File: src/rtl/card_dealer_if.sv
// Request/result bundle between the BlackJack game FSM and the card dealer.
interface card_dealer_if #(
    parameter int unsigned WIDTH = 12
);
    logic [WIDTH-1:0] i_Count;
    logic             i_Req;
    logic             i_Shuffle;
    logic [3:0]       o_Card;
    logic [3:0]       o_Points;
    logic             o_Valid;
    logic             o_Busy;
    logic             o_Empty;
    logic [5:0]       o_Remaining;

    // Game side: issues requests, consumes dealt cards
    modport master (
        output i_Count, i_Req, i_Shuffle,
        input  o_Card, o_Points, o_Valid, o_Busy, o_Empty, o_Remaining
    );

    // Dealer side
    modport slave (
        input  i_Count, i_Req, i_Shuffle,
        output o_Card, o_Points, o_Valid, o_Busy, o_Empty, o_Remaining
    );
endinterface

File: src/rtl/card_dealer.sv
// Deals ranks from a tracked 52-card deck, seeded by the free-running count
// at the request edge; probes upward (wrapping) past exhausted ranks.
module card_dealer #(
    parameter int unsigned WIDTH = 12
) (
    input  logic               clk_50M,
    input  logic               i_Reset,
    card_dealer_if.slave       bus
);
    localparam int unsigned NUM_RANKS = 13;
    localparam int unsigned RANK_W    = 4;
    localparam int unsigned CNT_W     = 3;
    localparam int unsigned TOTAL_W   = 6;

    localparam logic [0:0] IDLE  = 1'b0;
    localparam logic [0:0] PROBE = 1'b1;

    logic [0:0]         state;
    logic [0:0]         state_nxt;
    logic [RANK_W-1:0]  cand;       // candidate rank index 0..12 (rank - 1)
    logic [RANK_W-1:0]  cand_nxt;
    logic [CNT_W-1:0]   rank_cnt [NUM_RANKS];
    logic [TOTAL_W-1:0] total;
    logic               req_prev;
    logic               req_evt;
    logic               deal;
    logic [RANK_W-1:0]  card_q;
    logic [3:0]         points_q;
    logic               valid_q;
    logic [WIDTH-1:0]   count_mod;

    assign req_evt   = bus.i_Req & ~req_prev;
    assign count_mod = bus.i_Count % WIDTH'(NUM_RANKS);

    // Next state, candidate advance and hit detection
    always_comb begin
        state_nxt = state;
        cand_nxt  = cand;
        deal      = 1'b0;
        if (bus.i_Shuffle) begin
            state_nxt = IDLE;
        end else begin
            case (state)
                IDLE: begin
                    if (req_evt && (total != TOTAL_W'(0))) begin
                        state_nxt = PROBE;
                        cand_nxt  = RANK_W'(count_mod);
                    end
                end
                PROBE: begin
                    if (rank_cnt[cand] != CNT_W'(0)) begin
                        deal      = 1'b1;
                        state_nxt = IDLE;
                    end else if (cand == RANK_W'(NUM_RANKS - 1)) begin
                        cand_nxt  = RANK_W'(0);
                    end else begin
                        cand_nxt  = cand + RANK_W'(1);
                    end
                end
                default: state_nxt = IDLE;
            endcase
        end
    end

    // State, deck bookkeeping and registered results
    always_ff @(posedge clk_50M) begin
        if (i_Reset) begin
            state    <= IDLE;
            cand     <= RANK_W'(0);
            req_prev <= 1'b0;
            total    <= TOTAL_W'(52);
            card_q   <= 4'd0;
            points_q <= 4'd0;
            valid_q  <= 1'b0;
            for (int i = 0; i < NUM_RANKS; i++) rank_cnt[i] <= CNT_W'(4);
        end else begin
            state    <= state_nxt;
            cand     <= cand_nxt;
            req_prev <= bus.i_Req;
            valid_q  <= deal;
            if (bus.i_Shuffle) begin
                total <= TOTAL_W'(52);
                for (int i = 0; i < NUM_RANKS; i++) rank_cnt[i] <= CNT_W'(4);
            end else if (deal) begin
                rank_cnt[cand] <= rank_cnt[cand] - CNT_W'(1);
                total          <= total - TOTAL_W'(1);
                card_q         <= cand + RANK_W'(1);
                points_q       <= (cand >= RANK_W'(9)) ? 4'd10 : cand + 4'd1;
            end
        end
    end

    assign bus.o_Card      = card_q;
    assign bus.o_Points    = points_q;
    assign bus.o_Valid     = valid_q;
    assign bus.o_Busy      = (state == PROBE);
    assign bus.o_Empty     = (total == TOTAL_W'(0));
    assign bus.o_Remaining = total;
endmodule

File: src/flat_wrapper.sv
// flat-port wrapper written by rule: the top's interface ports become plain ports
module card_dealer_flat 
#(
    parameter int unsigned WIDTH = 12
)
  (clk_50M, i_Reset, bus_i_Count, bus_i_Req, bus_i_Shuffle, bus_o_Card, bus_o_Points, bus_o_Valid, bus_o_Busy, bus_o_Empty, bus_o_Remaining);
  card_dealer_if #(.WIDTH(WIDTH)) bus_i ();
  input  logic clk_50M;
  input  logic i_Reset;
  input wire logic [$bits(bus_i.i_Count)-1:0] bus_i_Count;
  input wire logic [$bits(bus_i.i_Req)-1:0] bus_i_Req;
  input wire logic [$bits(bus_i.i_Shuffle)-1:0] bus_i_Shuffle;
  output wire logic [$bits(bus_i.o_Card)-1:0] bus_o_Card;
  output wire logic [$bits(bus_i.o_Points)-1:0] bus_o_Points;
  output wire logic [$bits(bus_i.o_Valid)-1:0] bus_o_Valid;
  output wire logic [$bits(bus_i.o_Busy)-1:0] bus_o_Busy;
  output wire logic [$bits(bus_i.o_Empty)-1:0] bus_o_Empty;
  output wire logic [$bits(bus_i.o_Remaining)-1:0] bus_o_Remaining;
  assign bus_i.i_Count = bus_i_Count;
  assign bus_i.i_Req = bus_i_Req;
  assign bus_i.i_Shuffle = bus_i_Shuffle;
  assign bus_o_Card = bus_i.o_Card;
  assign bus_o_Points = bus_i.o_Points;
  assign bus_o_Valid = bus_i.o_Valid;
  assign bus_o_Busy = bus_i.o_Busy;
  assign bus_o_Empty = bus_i.o_Empty;
  assign bus_o_Remaining = bus_i.o_Remaining;
  card_dealer #(.WIDTH(WIDTH)) u_core (.clk_50M(clk_50M), .i_Reset(i_Reset), .bus(bus_i));
endmodule
File: config.mk
export PLATFORM = sky130hd
export DESIGN_NAME = card_dealer_flat
export DESIGN_NICKNAME = d
export VERILOG_FILES = /design/src/rtl/card_dealer_if.sv /design/src/rtl/card_dealer.sv /design/src/flat_wrapper.sv
export SDC_FILE = /design/constraint.sdc
export NUM_CORES = 1
export LEC_CHECK = 0
export BUFFER_PORTS_ARGS = -buffer_cell sky130_fd_sc_hd__buf_2
export CORE_MARGIN = 3
export CORE_UTILIZATION = 25
export DETAILED_ROUTE_END_ITERATION = 16
export GPL_TIMING_DRIVEN = 0
export PLACE_DENSITY = 0.49
export SYNTH_ARGS = -nofsm -noshare
export SYNTH_HDL_FRONTEND = slang
export SYNTH_SLANG_ARGS = --single-unit
export TNS_END_PERCENT = 5
File: constraint.sdc
create_clock -name clk_50M -period 13.87 [get_ports clk_50M]
set_clock_uncertainty 0.2 [all_clocks]
set_input_delay 1.387 -clock clk_50M [delete_from_list [all_inputs] [get_ports clk_50M]]
set_output_delay 1.387 -clock clk_50M [all_outputs]
set_load 0.05 [all_outputs]
==> flow_summary.yaml <==
grt:
  antenna_found_initial: 0
  grt_pass1_wl_um: 22600
  grt_max_degree: 14
  grt_overflow: 0
  grt_usage_pct: 12.4
  first_global_vias: 4364
sta:
  setup_tns_ns: 0
  min_period_over_period_pct: 54.0
  fin_crit_ns: 7.50
  fin_ws_ns: 6.37
  final_hold_viol_count: 0
  finalSetupViolCount: 0
  tightest_slew_ns: 0.901
  rsz0062_at_grt: "false"
  slew_violations: 0
  fin_hold_ws_ns: 0.277
  max_freq_mhz: 133
  slew_headroom_pct: 39.9
detailed_routing:
  route.antenna.remaining_nets: 0
  dr_total_vias: 4494
  dr.first_iter.drc_count: 419
  wl_per_cell_um: 15.9
  viasPerCell: 5.21
  dr.pass1.iters: 5
  drc: 0
  totalWireLength_um: 13700
clocking:
  cts.clk_slew.worst_paths_ns: 0.06
  clk_path_buf_depth: 2
  cts_hold_buf: 0
  cts_tree: "yes"
  clock-sinks: 73
  numCtsBuffers: 9
  cts_setup_buffers: 0
  htreeDepth: 3
  cts-resized-gates: 0
  cts_root_buf: "clkbuf_16"
  clk-insertion-delay-late_ns: 0.33
synthesis:
  synthFlopType: "edfxtp_1"
  synth_cell_types: 95
  synthTopCellsByArea: "edfxtp_1, dfxtp_1, mux4_2"
  synth_top_area_cell: "edfxtp_1"
  ys_seq_area_share_pct: 37.8
  async_reset_ff_share_pct: 0
  ys_warn_count: 0
  netlist_instances: 551
  synth_top_area_share_pct: 28.0
  synth_edf_count: 48
  syn-num-nets: 578
  ys_seq_elements: 73
  avgSynthCellArea_um2: 9.33
  syn_area_um2: 5140
pwr:
  power_leakage_uw: 0.00206
  p_sw_uw: 251
  power_frac_seq_pct: 34.2
  peakVddDrop_mv: 0.0520
  clock_power_share_pct: 31.3
  swShare_pct: 34.5
  powerDensity_nw_per_um2: 123
  p_comb_share_pct: 34.5
  p_total_uw: 729
  intPower_uw: 478
layout:
  regArea_um2: 1940
  antenna_cells: 0
  nFillCells: 2055
  syn2layout_area_growth_pct: 15.3
  multi_input_comb_area_um2: 2900
  final_common_cell: "nor2_1"
  final_nets: 619
  layout_common_cells: "nor2_1, edfxtp_1, nand2_1"
  fin_util_pct: 29.9
  drive_gt1_share_pct: 18.4
flow_run:
  cap_viol_max_count: 0
floorplanning:
  die_x_um: 149
  pin_count: 33
  rows: 51
  die_h_um: 149
  die_area_um2: 22300
  initial_core_util_pct: 25.9
  fp.coreArea_um2: 19800
hold_path:
  worst_hold_path.num_cells: 2
  hp-class: "register to register"
  hp-start: "u_core.bus.o_Card[1]"
  min_to: "u_core.bus.o_Card[1]"
run_status:
  status: "finished clean"
setup_path:
  cp-start-kind: "primary input"
  cp_data_required_time_ns: 13.91
  crit_fanout: 10
  worstPathArrival_ns: 7.54
  worst-setup-path-type: "primary input to register"
  worstSetupStartpoint: "bus_i_Count[7]"
  r2r_slack_ns: 8.80
  crit_path_end_kind: "register"
  r2r_cells: 13
placement:
  gp_congestion: 0.819
  post-place-ws_ns: 6.14
  dpl.hpwl_um: 10200
  port_buffers: 30
## final cells by class
class	instances	area share [%]
well taps	265	5.60
flip-flops and latches	73	32.8
clock inverters	4	0.401
inverters	16	1.01
multi-input cells	416	48.9
repair buffers	30	2.53
clock buffers	12	4.71
plain buffers	46	4.10
## cells in the mapped netlist (6+ instances only)
cell      count
mux4_2       15
o21ai_0      16
dfxtp_1      25
buf_4         6
or3_1         6
nand2_1      43
nor2b_1      13
ha_1         11
nand4_1      21
clkbuf_1     23
xnor2_1      12
a21oi_1      23
inv_1        13
nor3_1       22
edfxtp_1     48
a31oi_1       7
nand3_1      25
mux2i_1       7
a211oi_1      8
nor2_1       63
buf_2         9
## power groups by stage
| stage | registers (uW) | clock network (uW) | logic (uW) |
|---|---|---|---|
| final | 249 | 228 | 252 |
| after global routing | 250 | 243 | 277 |
| after CTS | 250 | 232 | 249 |
| after detailed placement | 254 | 0 | 248 |
| after global placement | 254 | 0 | 244 |
| after floorplan | 256 | 0 | 187 |
## flip-flops by register name (all words and copies together), names as in the netlist, named ones only
name,flops
u_core.bus.o_Busy,1
u_core.bus.o_Valid,1
u_core.req_prev,1
u_core.bus.o_Remaining,6
u_core.bus.o_Card,4
u_core.rank_cnt,48
u_core.cand,4
u_core.bus.o_Points,4
## worst max path at each step
stage,to,cells past startpoint
after detailed placement,register,27
final,register,27
after global routing,register,27
after CTS,register,27
after floorplan,register,25
after global placement,register,27
## critical path, stage by stage
cell,delay [ns]
buf_2,0.12
buf_4,0.17
buf_4,0.18
nor2_1,0.09
o22ai_1,0.11
a32oi_1,0.25
nand2_1,0.22
buf_2,0.24
o32a_1,0.36
a31oi_1,0.28
nor2_1,0.18
nand3b_1,0.21
mux2i_2,0.40
a21oi_4,0.14
a31oi_1,0.32
nand3_1,0.19
xnor2_1,0.29
ha_1,0.23
nor2b_1,0.31
nor3b_1,0.10
mux2i_1,0.13
a32oi_1,0.13
a2111oi_2,0.48
o21a_2,0.25
nor3_1,0.07
or4b_1,0.50
a21oi_1,0.21
## per-layer routing
layer / vias to the layer above / track usage, % / part of all wire (%)
met5: - / 0 / 0
met4: 0 / 3.16 / 1.4
met2: 140 / 20.8 / 48
met3: 22 / 2.04 / 4.5
met1: 2164 / 16.7 / 46
li1: 2168 / - / -
## kinds of logic (layout without fill, tap and decap cells)
kind of cell | after synthesis | count (layout) | synth area share, %
AND/OR/NAND/NOR | 241 | 241 | 24.2
AO/OA/AOI/OAI | 124 | 124 | 18.3
flip-flops | 73 | 73 | 37.8
buffers and inverters | 62 | 108 | 5.89
multiplexers | 24 | 24 | 8.42
XOR/XNOR | 15 | 15 | 2.56
adder cells (fa/ha/maj) | 12 | 12 | 2.87
## per-stage QoR
step | cells | cell area (um2)
3_3_place_gp | 846 | 5620
2_1_floorplan | 551 | 5140
5_1_grt | 862 | 5930
4_1_cts | 862 | 5930
3_5_place_dp | 846 | 5620
6_report | 862 | 5930
Power figures use the tool's default switching activity.
